$ cat src/rtl/ddrio_rx_align_ctrl_if.sv
// Control/data bundle between the PHY init sequencer, one ddrio_x2 pair and the alignment trainer.
// The trainer uses the slave view; the sequencer/PHY side (or a bench) uses the master view.
interface ddrio_rx_align_ctrl_if #(
  parameter int MAX_SLIPS = 8
);
  localparam int SLIP_W = $clog2(MAX_SLIPS + 1);

  logic              start;
  logic [7:0]        q_0;
  logic [7:0]        q_1;
  logic              align_rst_ol;
  logic              align_il;
  logic              align_ol;
  logic              cken;
  logic              busy;
  logic              done;
  logic              fail;
  logic [SLIP_W-1:0] slip_cnt;

  modport master (
    output start, q_0, q_1,
    input  align_rst_ol, align_il, align_ol, cken, busy, done, fail, slip_cnt
  );

  modport slave (
    input  start, q_0, q_1,
    output align_rst_ol, align_il, align_ol, cken, busy, done, fail, slip_cnt
  );
endinterface

$ cat src/rtl/ddrio_rx_align_ctrl.sv
// Word-alignment trainer for one ddrio_x2 pair: resets the pair, then bit-slips both lanes
// until the training pattern is seen on both for MATCH_CNT consecutive words, or gives up.
module ddrio_rx_align_ctrl #(
  parameter int         RST_CYCLES    = 16,
  parameter int         SETTLE_CYCLES = 8,
  parameter int         MATCH_CNT     = 4,
  parameter int         MAX_SLIPS     = 8,
  parameter logic [7:0] PATTERN       = 8'hB4
) (
  input  logic                 gsclk,
  input  logic                 rst_n,
  ddrio_rx_align_ctrl_if.slave bus
);

  localparam int SLIP_W  = $clog2(MAX_SLIPS + 1);
  localparam int TMR_MAX = (RST_CYCLES > SETTLE_CYCLES) ? RST_CYCLES : SETTLE_CYCLES;
  localparam int TMR_W   = $clog2(TMR_MAX + 1);
  localparam int MCH_W   = $clog2(MATCH_CNT + 1);

  localparam logic [TMR_W-1:0]  RST_LAST    = TMR_W'(RST_CYCLES - 1);
  localparam logic [TMR_W-1:0]  SETTLE_LAST = TMR_W'(SETTLE_CYCLES - 1);
  localparam logic [MCH_W-1:0]  MATCH_LAST  = MCH_W'(MATCH_CNT - 1);
  localparam logic [SLIP_W-1:0] SLIP_LIMIT  = SLIP_W'(MAX_SLIPS);

  typedef enum logic [2:0] {
    ST_IDLE,
    ST_RESET,
    ST_SETTLE,
    ST_CHECK,
    ST_SLIP,
    ST_SETTLE_S,
    ST_LOCKED,
    ST_FAILED
  } state_t;

  state_t            state_reg, state_next;
  logic [TMR_W-1:0]  timer_reg, timer_next;
  logic [MCH_W-1:0]  match_reg, match_next;
  logic [SLIP_W-1:0] slip_cnt_reg, slip_cnt_next;
  logic              align_rst_reg, align_rst_next;
  logic              align_il_reg, align_il_next;
  logic              cken_reg, cken_next;
  logic              busy_reg, busy_next;
  logic              done_reg, done_next;
  logic              fail_reg, fail_next;
  logic              hit;

  assign hit = (bus.q_0 == PATTERN) && (bus.q_1 == PATTERN);

  always_ff @(posedge gsclk or negedge rst_n) begin
    if (!rst_n) begin
      state_reg     <= ST_IDLE;
      timer_reg     <= '0;
      match_reg     <= '0;
      slip_cnt_reg  <= '0;
      align_rst_reg <= 1'b1;
      align_il_reg  <= 1'b0;
      cken_reg      <= 1'b0;
      busy_reg      <= 1'b0;
      done_reg      <= 1'b0;
      fail_reg      <= 1'b0;
    end else begin
      state_reg     <= state_next;
      timer_reg     <= timer_next;
      match_reg     <= match_next;
      slip_cnt_reg  <= slip_cnt_next;
      align_rst_reg <= align_rst_next;
      align_il_reg  <= align_il_next;
      cken_reg      <= cken_next;
      busy_reg      <= busy_next;
      done_reg      <= done_next;
      fail_reg      <= fail_next;
    end
  end

  always_comb begin
    state_next    = state_reg;
    timer_next    = '0;
    match_next    = match_reg;
    slip_cnt_next = slip_cnt_reg;
    done_next     = done_reg;
    fail_next     = fail_reg;

    case (state_reg)
      ST_IDLE: begin
        if (bus.start) begin
          state_next    = ST_RESET;
          done_next     = 1'b0;
          fail_next     = 1'b0;
          slip_cnt_next = '0;
        end
      end
      ST_RESET: begin
        if (timer_reg == RST_LAST) state_next = ST_SETTLE;
        else                       timer_next = timer_reg + 1'b1;
      end
      ST_SETTLE, ST_SETTLE_S: begin
        if (timer_reg == SETTLE_LAST) state_next = ST_CHECK;
        else                          timer_next = timer_reg + 1'b1;
      end
      ST_CHECK: begin
        if (hit) begin
          if (match_reg == MATCH_LAST) state_next = ST_LOCKED;
          else                         match_next = match_reg + 1'b1;
        end else begin
          match_next = '0;
          // A hit at the slip limit still counts; only a miss there gives up.
          if (slip_cnt_reg == SLIP_LIMIT) begin
            state_next = ST_FAILED;
          end else begin
            state_next    = ST_SLIP;
            slip_cnt_next = slip_cnt_reg + 1'b1;
          end
        end
      end
      ST_SLIP:   state_next = ST_SETTLE_S;
      ST_LOCKED: begin
        done_next  = 1'b1;
        state_next = ST_IDLE;
      end
      ST_FAILED: begin
        fail_next  = 1'b1;
        state_next = ST_IDLE;
      end
      default:   state_next = ST_IDLE;
    endcase

    if (state_next != state_reg) begin
      timer_next = '0;
      match_next = '0;
    end

    // Outputs are decoded from the next state so they are registered and glitch-free.
    align_rst_next = align_rst_reg;
    cken_next      = cken_reg;
    if (state_next == ST_RESET) begin
      align_rst_next = 1'b1;
      cken_next      = 1'b0;
    end else if (state_next == ST_SETTLE) begin
      align_rst_next = 1'b0;
      cken_next      = 1'b1;
    end
    align_il_next = (state_next == ST_SLIP);
    busy_next     = (state_next != ST_IDLE);
  end

  assign bus.align_rst_ol = align_rst_reg;
  assign bus.align_il     = align_il_reg;
  assign bus.align_ol     = 1'b0;
  assign bus.cken         = cken_reg;
  assign bus.busy         = busy_reg;
  assign bus.done         = done_reg;
  assign bus.fail         = fail_reg;
  assign bus.slip_cnt     = slip_cnt_reg;

endmodule
$ cat src/flat_wrapper.sv
// flat-port wrapper written by rule: the top's interface ports become plain ports
module ddrio_rx_align_ctrl_flat 
#(
  parameter int         RST_CYCLES    = 16,
  parameter int         SETTLE_CYCLES = 8,
  parameter int         MATCH_CNT     = 4,
  parameter int         MAX_SLIPS     = 8,
  parameter logic [7:0] PATTERN       = 8'hB4
)
  (gsclk, rst_n, bus_start, bus_q_0, bus_q_1, bus_align_rst_ol, bus_align_il, bus_align_ol, bus_cken, bus_busy, bus_done, bus_fail, bus_slip_cnt);
  ddrio_rx_align_ctrl_if #(.MAX_SLIPS(MAX_SLIPS)) bus_i ();
  input  logic gsclk;
  input  logic rst_n;
  input wire logic [$bits(bus_i.start)-1:0] bus_start;
  input wire logic [$bits(bus_i.q_0)-1:0] bus_q_0;
  input wire logic [$bits(bus_i.q_1)-1:0] bus_q_1;
  output wire logic [$bits(bus_i.align_rst_ol)-1:0] bus_align_rst_ol;
  output wire logic [$bits(bus_i.align_il)-1:0] bus_align_il;
  output wire logic [$bits(bus_i.align_ol)-1:0] bus_align_ol;
  output wire logic [$bits(bus_i.cken)-1:0] bus_cken;
  output wire logic [$bits(bus_i.busy)-1:0] bus_busy;
  output wire logic [$bits(bus_i.done)-1:0] bus_done;
  output wire logic [$bits(bus_i.fail)-1:0] bus_fail;
  output wire logic [$bits(bus_i.slip_cnt)-1:0] bus_slip_cnt;
  assign bus_i.start = bus_start;
  assign bus_i.q_0 = bus_q_0;
  assign bus_i.q_1 = bus_q_1;
  assign bus_align_rst_ol = bus_i.align_rst_ol;
  assign bus_align_il = bus_i.align_il;
  assign bus_align_ol = bus_i.align_ol;
  assign bus_cken = bus_i.cken;
  assign bus_busy = bus_i.busy;
  assign bus_done = bus_i.done;
  assign bus_fail = bus_i.fail;
  assign bus_slip_cnt = bus_i.slip_cnt;
  ddrio_rx_align_ctrl #(.RST_CYCLES(RST_CYCLES), .SETTLE_CYCLES(SETTLE_CYCLES), .MATCH_CNT(MATCH_CNT), .MAX_SLIPS(MAX_SLIPS), .PATTERN(PATTERN)) u_core (.gsclk(gsclk), .rst_n(rst_n), .bus(bus_i));
endmodule
$ cat config.mk
export PLATFORM = sky130hd
export DESIGN_NAME = ddrio_rx_align_ctrl_flat
export DESIGN_NICKNAME = d
export VERILOG_FILES = /design/src/rtl/ddrio_rx_align_ctrl_if.sv /design/src/rtl/ddrio_rx_align_ctrl.sv /design/src/flat_wrapper.sv
export SDC_FILE = /design/constraint.sdc
export NUM_CORES = 1
export LEC_CHECK = 0
export CORE_UTILIZATION = 49
export CTS_CLUSTER_SIZE = 25
export DETAILED_ROUTE_END_ITERATION = 6
export PLACE_DENSITY = 0.8
export SLEW_MARGIN = 20
export SYNTH_ARGS = -nofsm -noshare
export SYNTH_HDL_FRONTEND = slang
export SYNTH_SLANG_ARGS = --single-unit
$ cat constraint.sdc
create_clock -name gsclk -period 3.1 [get_ports gsclk]
set_input_delay 0.31 -clock gsclk [delete_from_list [all_inputs] [get_ports gsclk]]
set_output_delay 0.31 -clock gsclk [all_outputs]
set_load 0.02 [all_outputs]
==> flow_summary.yaml, run 1 <==
outcome:
  outcome: "finished clean"
worst_setup_path:
  rrSetupSlack_ns: 1.11
  reg2reg_depth: 5
  cp-start-kind: "input pin"
  critPathArrivalTime_ns: 2.43
  crit_chain: "clkdlybuf4s50_1, or4b_4, nor4_4, o21ai_0, nand2_1, mux2_2"
  crit_cells: 6
  crit_required_ns: 3.31
  max_stage_delay_ns: 0.55
  crit_buf_inv: 1
  cp_top_family: "simple AND/OR/NAND/NOR gates"
  endpoint_kind: "flop"
  crit_slowest_cell: "or4b_4"
  path_max_fanout: 10
  critical_path_class: "input pin to flop"
synth:
  synth_edf_count: 0
  synth_nets: 164
  yosysTopAreaCellShare: 0.3922
  synth_seq_cells: 21
  syn_avg_cell_area_sq_um: 9.248
  yosysTopAreaCell: "dfrtp_1"
  synth_flop_cell: "dfrtp_1"
  synth_cell_types: 41
  synth.top_cells.by_count: "20 x dfrtp_1, 20 x nor2_1, 13 x a21oi_1"
  synth_area_sq_um: 1276
  syn_inst: 138
  async_flop_share: 1.000
  synth.area.top_cells: "dfrtp_1 39%, ha_1 6.9%, nor2_1 5.9%"
  ys_seq_area_frac: 0.4127
  yosys_warnings: 0
floorplanning:
  dieArea_sq_um: 2813
  coreArea_sq_um: 2477
  die_w_um: 53.04
  ios: 30
  floorplan.initialDensity: 0.5152
  die_h_um: 53.04
  fp-row-count: 18
routing:
  drt_wl_total_um: 2714
  drt_iter0_markers: 26
  wl_per_cell_um: 13.85
  drc: 0
  via_per_inst: 5.663
  first_pass_iters: 6
  num_vias: 1110
  detail-route-antenna-nets: 0
run:
  drv_cap: 0
power_and_ir_drop:
  swShare: 0.3999
  power.switching_mw: 0.3855
  p_total_mw: 0.9641
  power_frac_seq: 0.432
  ir_drop_v: 0.0003308
  clkPwrFrac: 0.141
  powerDensity_nw_per_um2: 601.5
  internal_power_mw: 0.5786
  p_leak_nw: 0.6930
  power.share.combinational: 0.426
sta:
  fin_setup_tns_ns: 0
  hold_violations: 0
  maxSlewViolCount: 0
  layout_setup_ws_ns: 0.8807
  min_period_ns: 2.219
  timing.fmax_mhz: 450.6
  clock-skew-final_ns: 0.007665
  grt_setup_unrepaired: "false"
  min_period_over_period: 0.7159
  setup_viol: 0
global_route:
  grt_max_degree: 22
  antenna_found_initial: 0
  first_global_vias: 968
  grt_pass1_wl_um: 4284
  gr-total-overflow: 0
  grt_use_total: 0.2144
cts:
  insertion_delay_ns: 0.31
  cts-htree-levels: 1
  cts_buffers: 3
  clk_path_buf_depth: 2
  clkSlewWorstSetupHoldPaths_ns: 0.12
  postCtsSetupBuffers: 0
  clock_sinks: 21
  postCtsResizedCells: 0
  cts_tree: "done"
  cts_root_buf: "clkbuf_4"
finish:
  area_growth_pct: 25.59
  largest_register_ffs: 5
  drive_gt1_frac: 0.09036
  nNetsFinal: 193
  antennaDiodeCount: 0
  fillers: 227
  instances_no_fill: 196
place:
  io_buffers: 28
  place_inst: 191
  gp_congestion: 0.8212
  place_hpwl_um: 2115
  dp_slack_ns: 0.5350
min_path:
  hold_path.class: "input pin to async pin"
[placed cells by master (no fill, tap or decap), types with 2 or more instances in the layout]
| cell | instances |
|---|---|
| nand4b_1 | 2 |
| clkbuf_4 | 3 |
| nand3b_1 | 2 |
| dfrtp_1 | 20 |
| nand3_1 | 4 |
| a21oi_1 | 13 |
| nor2_1 | 20 |
| mux2_2 | 2 |
| and2_1 | 2 |
| nand2_1 | 8 |
| clkdlybuf4s50_1 | 27 |
| o21ai_0 | 7 |
| nor2b_1 | 6 |
| ha_1 | 7 |
| inv_1 | 10 |
| nand2b_1 | 3 |
| xnor2_1 | 3 |
[power groups by stage]
stage	clock [mW]	combinational (mW)	sequential [mW]
final	0.136	0.411	0.417
after detailed placement	0	0.410	0.420
after global routing	0.154	0.453	0.427
after CTS	0.138	0.411	0.415
after floorplan	0	0.292	0.405
after global placement	0	0.398	0.416
[final cells by class]
cell class | instances | area, sq um | area share
multi-input combinational | 102 | 689.4 | 0.4301
sequential | 21 | 526.8 | 0.3286
timing repair buffer | 29 | 285.3 | 0.1780
inverter | 10 | 37.54 | 0.02342
tap | 30 | 37.54 | 0.02342
clock buffer | 4 | 26.28 | 0.01639
[metal layers]
metal | vias to the layer above | wire length (um) | GRT usage
met5 | - | 0 | 0
met4 | 0 | 40 | 0.06579
met3 | 4 | 134 | 0.03736
met2 | 49 | 1366 | 0.3755
met1 | 524 | 1172 | 0.2642
li1 | 533 | - | -
[path summary, 6_finish.rpt]
check                                                         start                                  end
worst min-delay path                                          rst_n   u_core.bus.slip_cnt[3]$_DFFE_PN0P_
max in group asynchronous                                     rst_n  u_core.bus.align_rst_ol$_DFFE_PN1P_
worst max register to register        u_core.state_reg[2]$_DFF_PN0_   u_core.bus.slip_cnt[3]$_DFFE_PN0P_
worst min register to register  u_core.bus.align_rst_ol$_DFFE_PN1P_  u_core.bus.align_rst_ol$_DFFE_PN1P_
worst max-delay path                                     bus_q_1[1]   u_core.bus.slip_cnt[1]$_DFFE_PN0P_
min in group gsclk              u_core.bus.align_rst_ol$_DFFE_PN1P_  u_core.bus.align_rst_ol$_DFFE_PN1P_
[kinds of logic after synthesis]
logic type | count (synthesis) | share of synthesized area
compound gates | 29 | 0.1412
xor+xnor | 4 | 0.02746
fa+ha+maj | 7 | 0.06862
buf+inv | 15 | 0.04706
flops | 21 | 0.4127
mux | 3 | 0.02941
other cells | 1 | 0.002938
simple gates | 58 | 0.2706
[repair_timing]
| item | in CTS | in global routing |
|---|---|---|
| endpoints found under the hold margin | 0 | 20 |
| hold buffers | 0 | 1 |
| setup endpoints to repair | 0 | 0 |
[metrics by stage]
| step | hold WS [ns] | utilization | area (sq um) |
|---|---|---|---|
| after detailed placement | 0.4556 | 0.6343 | 1572 |
| after CTS | 0.4720 | 0.6449 | 1598 |
| after global placement | 0.4454 | 0.6343 | 1572 |
| after global routing | 0.4989 | 0.6470 | 1603 |
| final | 0.4710 | 0.6470 | 1603 |
| after floorplan | 0.01441 | - | 1276 |
(Power assumes the default switching activity.)
==> run 2, diff against run 1 <==
- CORE_UTILIZATION: 49 -> 44
- PLACE_DENSITY: 0.8 -> 0.76
- clock period: 3.1 -> 1.9 ns (I/O delays scaled with it)
==> run 2 against run 1 <==
  * Wire length is 1.8% lower
  * Register-to-register slack worse by 0.97 ns
  * Clock power is 58% higher
  * First-iteration DRC count is 73% higher
  * Via count is 0.36% lower
  * Final cell count is 3.6% higher
  * Core utilization is 3.7 points lower
  * Sequential power is 52% higher
  * Worst hold slack worse by 0.28 ns
  * Critical endpoint is now u_core.match_reg[0]$_DFFE_PN0P_
  * Power is 69% higher
  * Setup slack worse by 0.79 ns
  * Clock skew is 0.0032 ns higher
  * Highest routed layer unchanged
==> flow_summary.yaml, run 2 (synthesis gave the netlist of run 1 again) <==
routing:
  first_pass_iters: 4
  drt_wl_total_um: 2666
  drc: 0
  num_vias: 1106
  detail-route-antenna-nets: 0
  via_per_inst: 5.448
  drt_iter0_markers: 45
  wl_per_cell_um: 13.13
worst_setup_path:
  crit_chain: "clkdlybuf4s50_1, or4b_4, nor4_4, buf_4, a21oi_1, mux2_4, nor2_2"
  critPathArrivalTime_ns: 2.06
  path_max_fanout: 8
  max_stage_delay_ns: 0.55
  crit_required_ns: 2.15
  crit_slowest_cell: "or4b_4"
  endpoint_kind: "flop"
  cp-start-kind: "input pin"
  critical_path_class: "input pin to flop"
power_and_ir_drop:
  ir_drop_v: 0.0006936
  power.share.combinational: 0.480
  power.switching_mw: 0.6502
  power_frac_seq: 0.388
  internal_power_mw: 0.9825
  clkPwrFrac: 0.131
  swShare: 0.3982
  p_leak_nw: 0.7271
  powerDensity_nw_per_um2: 970.2
  p_total_mw: 1.633
cts:
  cts_root_buf: "clkbuf_4"
  postCtsSetupBuffers: 0
  cts-htree-levels: 1
  insertion_delay_ns: 0.30
  cts_buffers: 3
  clk_path_buf_depth: 2
  clkSlewWorstSetupHoldPaths_ns: 0.12
  clock_sinks: 21
  cts_tree: "done"
run:
  drv_cap: 0
finish:
  antennaDiodeCount: 0
  largest_register_ffs: 5
  area_growth_pct: 31.86
  fin_area_sq_um: 1683
  fillers: 227
  layout_common_cells: "28 x clkdlybuf4s50_1, 20 x nor2_1, 20 x dfrtp_1"
  drive_gt1_frac: 0.1744
  layout_commonest_cell: "clkdlybuf4s50_1"
  nNetsFinal: 199
sta:
  hold_violations: 0
  setup_viol: 0
  maxSlewViolCount: 0
  clock-skew-final_ns: 0.01090
  grt_setup_unrepaired: "true"
  min_period_ns: 1.813
  timing.fmax_mhz: 551.7
  min_period_over_period: 0.9540
place:
  io_buffers: 28
  placedInstanceArea_sq_um: 1625
  gp_congestion: 0.8994
  place_hpwl_um: 2080
global_route:
  grt_pass1_wl_um: 4643
  grt_max_degree: 18
  antenna_found_initial: 0
  gr-total-overflow: 0
  first_global_vias: 1078
  grt_use_total: 0.1864
min_path:
  hold_path.class: "input pin to async pin"
floorplanning:
  die_w_um: 55.86
  fp-row-count: 19
  ios: 30
  die_h_um: 55.86
  dieArea_sq_um: 3120
  coreArea_sq_um: 2758
  floorplan.initialDensity: 0.4628
outcome:
  outcome: "finished clean"
==> run 2: power groups by stage <==
| stage | combinational [mW] | clock (mW) | sequential (mW) |
|---|---|---|---|
| finish | 0.784 | 0.215 | 0.634 |
| floorplan | 0.476 | 0 | 0.660 |
| CTS | 0.761 | 0.222 | 0.631 |
| global route | 0.879 | 0.245 | 0.648 |
| global placement | 0.747 | 0 | 0.630 |
| detailed placement | 0.758 | 0 | 0.639 |
==> run 2: layer usage <==
metal | wire [um] | GRT usage
met3 | 125 | 0.03023
met1 | 1155 | 0.2317
met4 | 31 | 0.06620
met5 | 0 | 0
met2 | 1353 | 0.3270
==> run 2: cell type report <==
class | count | area [sq um] | area share
Multi-Input combinational cell | 102 | 719.4 | 0.4275
Sequential cell | 21 | 526.8 | 0.3130
Timing Repair Buffer | 35 | 332.8 | 0.1978
Tap cell | 31 | 38.79 | 0.02305
Inverter | 10 | 37.54 | 0.02230
Clock buffer | 3 | 22.52 | 0.01338
Clock inverter | 1 | 5.005 | 0.002974
==> run 2: worst paths after layout <==
path                                                     start  cells past startpoint  slack, ns                                  end
max                                                 bus_q_0[1]                      7       0.09      u_core.match_reg[0]$_DFFE_PN0P_
min                                                      rst_n                      1       0.19          u_core.bus.cken$_DFFE_PN0P_
max reg2reg                      u_core.timer_reg[0]$_DFF_PN0_                      9       0.14        u_core.timer_reg[4]$_DFF_PN0_
min reg2reg                u_core.bus.align_rst_ol$_DFFE_PN1P_                      2       0.47  u_core.bus.align_rst_ol$_DFFE_PN1P_
max in group asynchronous                                rst_n                      2       1.16   u_core.bus.slip_cnt[1]$_DFFE_PN0P_
min in group gsclk         u_core.bus.align_rst_ol$_DFFE_PN1P_                      2       0.47  u_core.bus.align_rst_ol$_DFFE_PN1P_
==> run 2: through the flow <==
stage / std cells / hold slack, ns / utilization / TNS (ns) / worst slack (ns)
2_1_floorplan: 138 / -0.1056 / - / 0 / 0.03620
3_3_place_gp: 199 / 0.4494 / 0.5894 / -2.124 / -0.2519
3_5_place_dp: 199 / 0.4572 / 0.5894 / -2.653 / -0.3027
4_1_cts: 203 / 0.2055 / 0.5994 / 0 / 0.02227
5_1_grt: 203 / 0.2129 / 0.6103 / -0.01666 / -0.01666
6_report: 203 / 0.1937 / 0.6103 / 0 / 0.08737
==> run 2: critical path: cells and delay by family <==
family          cells  cell delay [ns]
compound gates      1             0.10
simple gates        3             0.89
mux                 1             0.27
buf+inv             2             0.61
==> run 2: repair_timing <==
item                                    4_1_cts  5_1_grt
endpoints found under the setup margin        0       10
hold buffers                                  0        0
gates resized for setup                       0        9
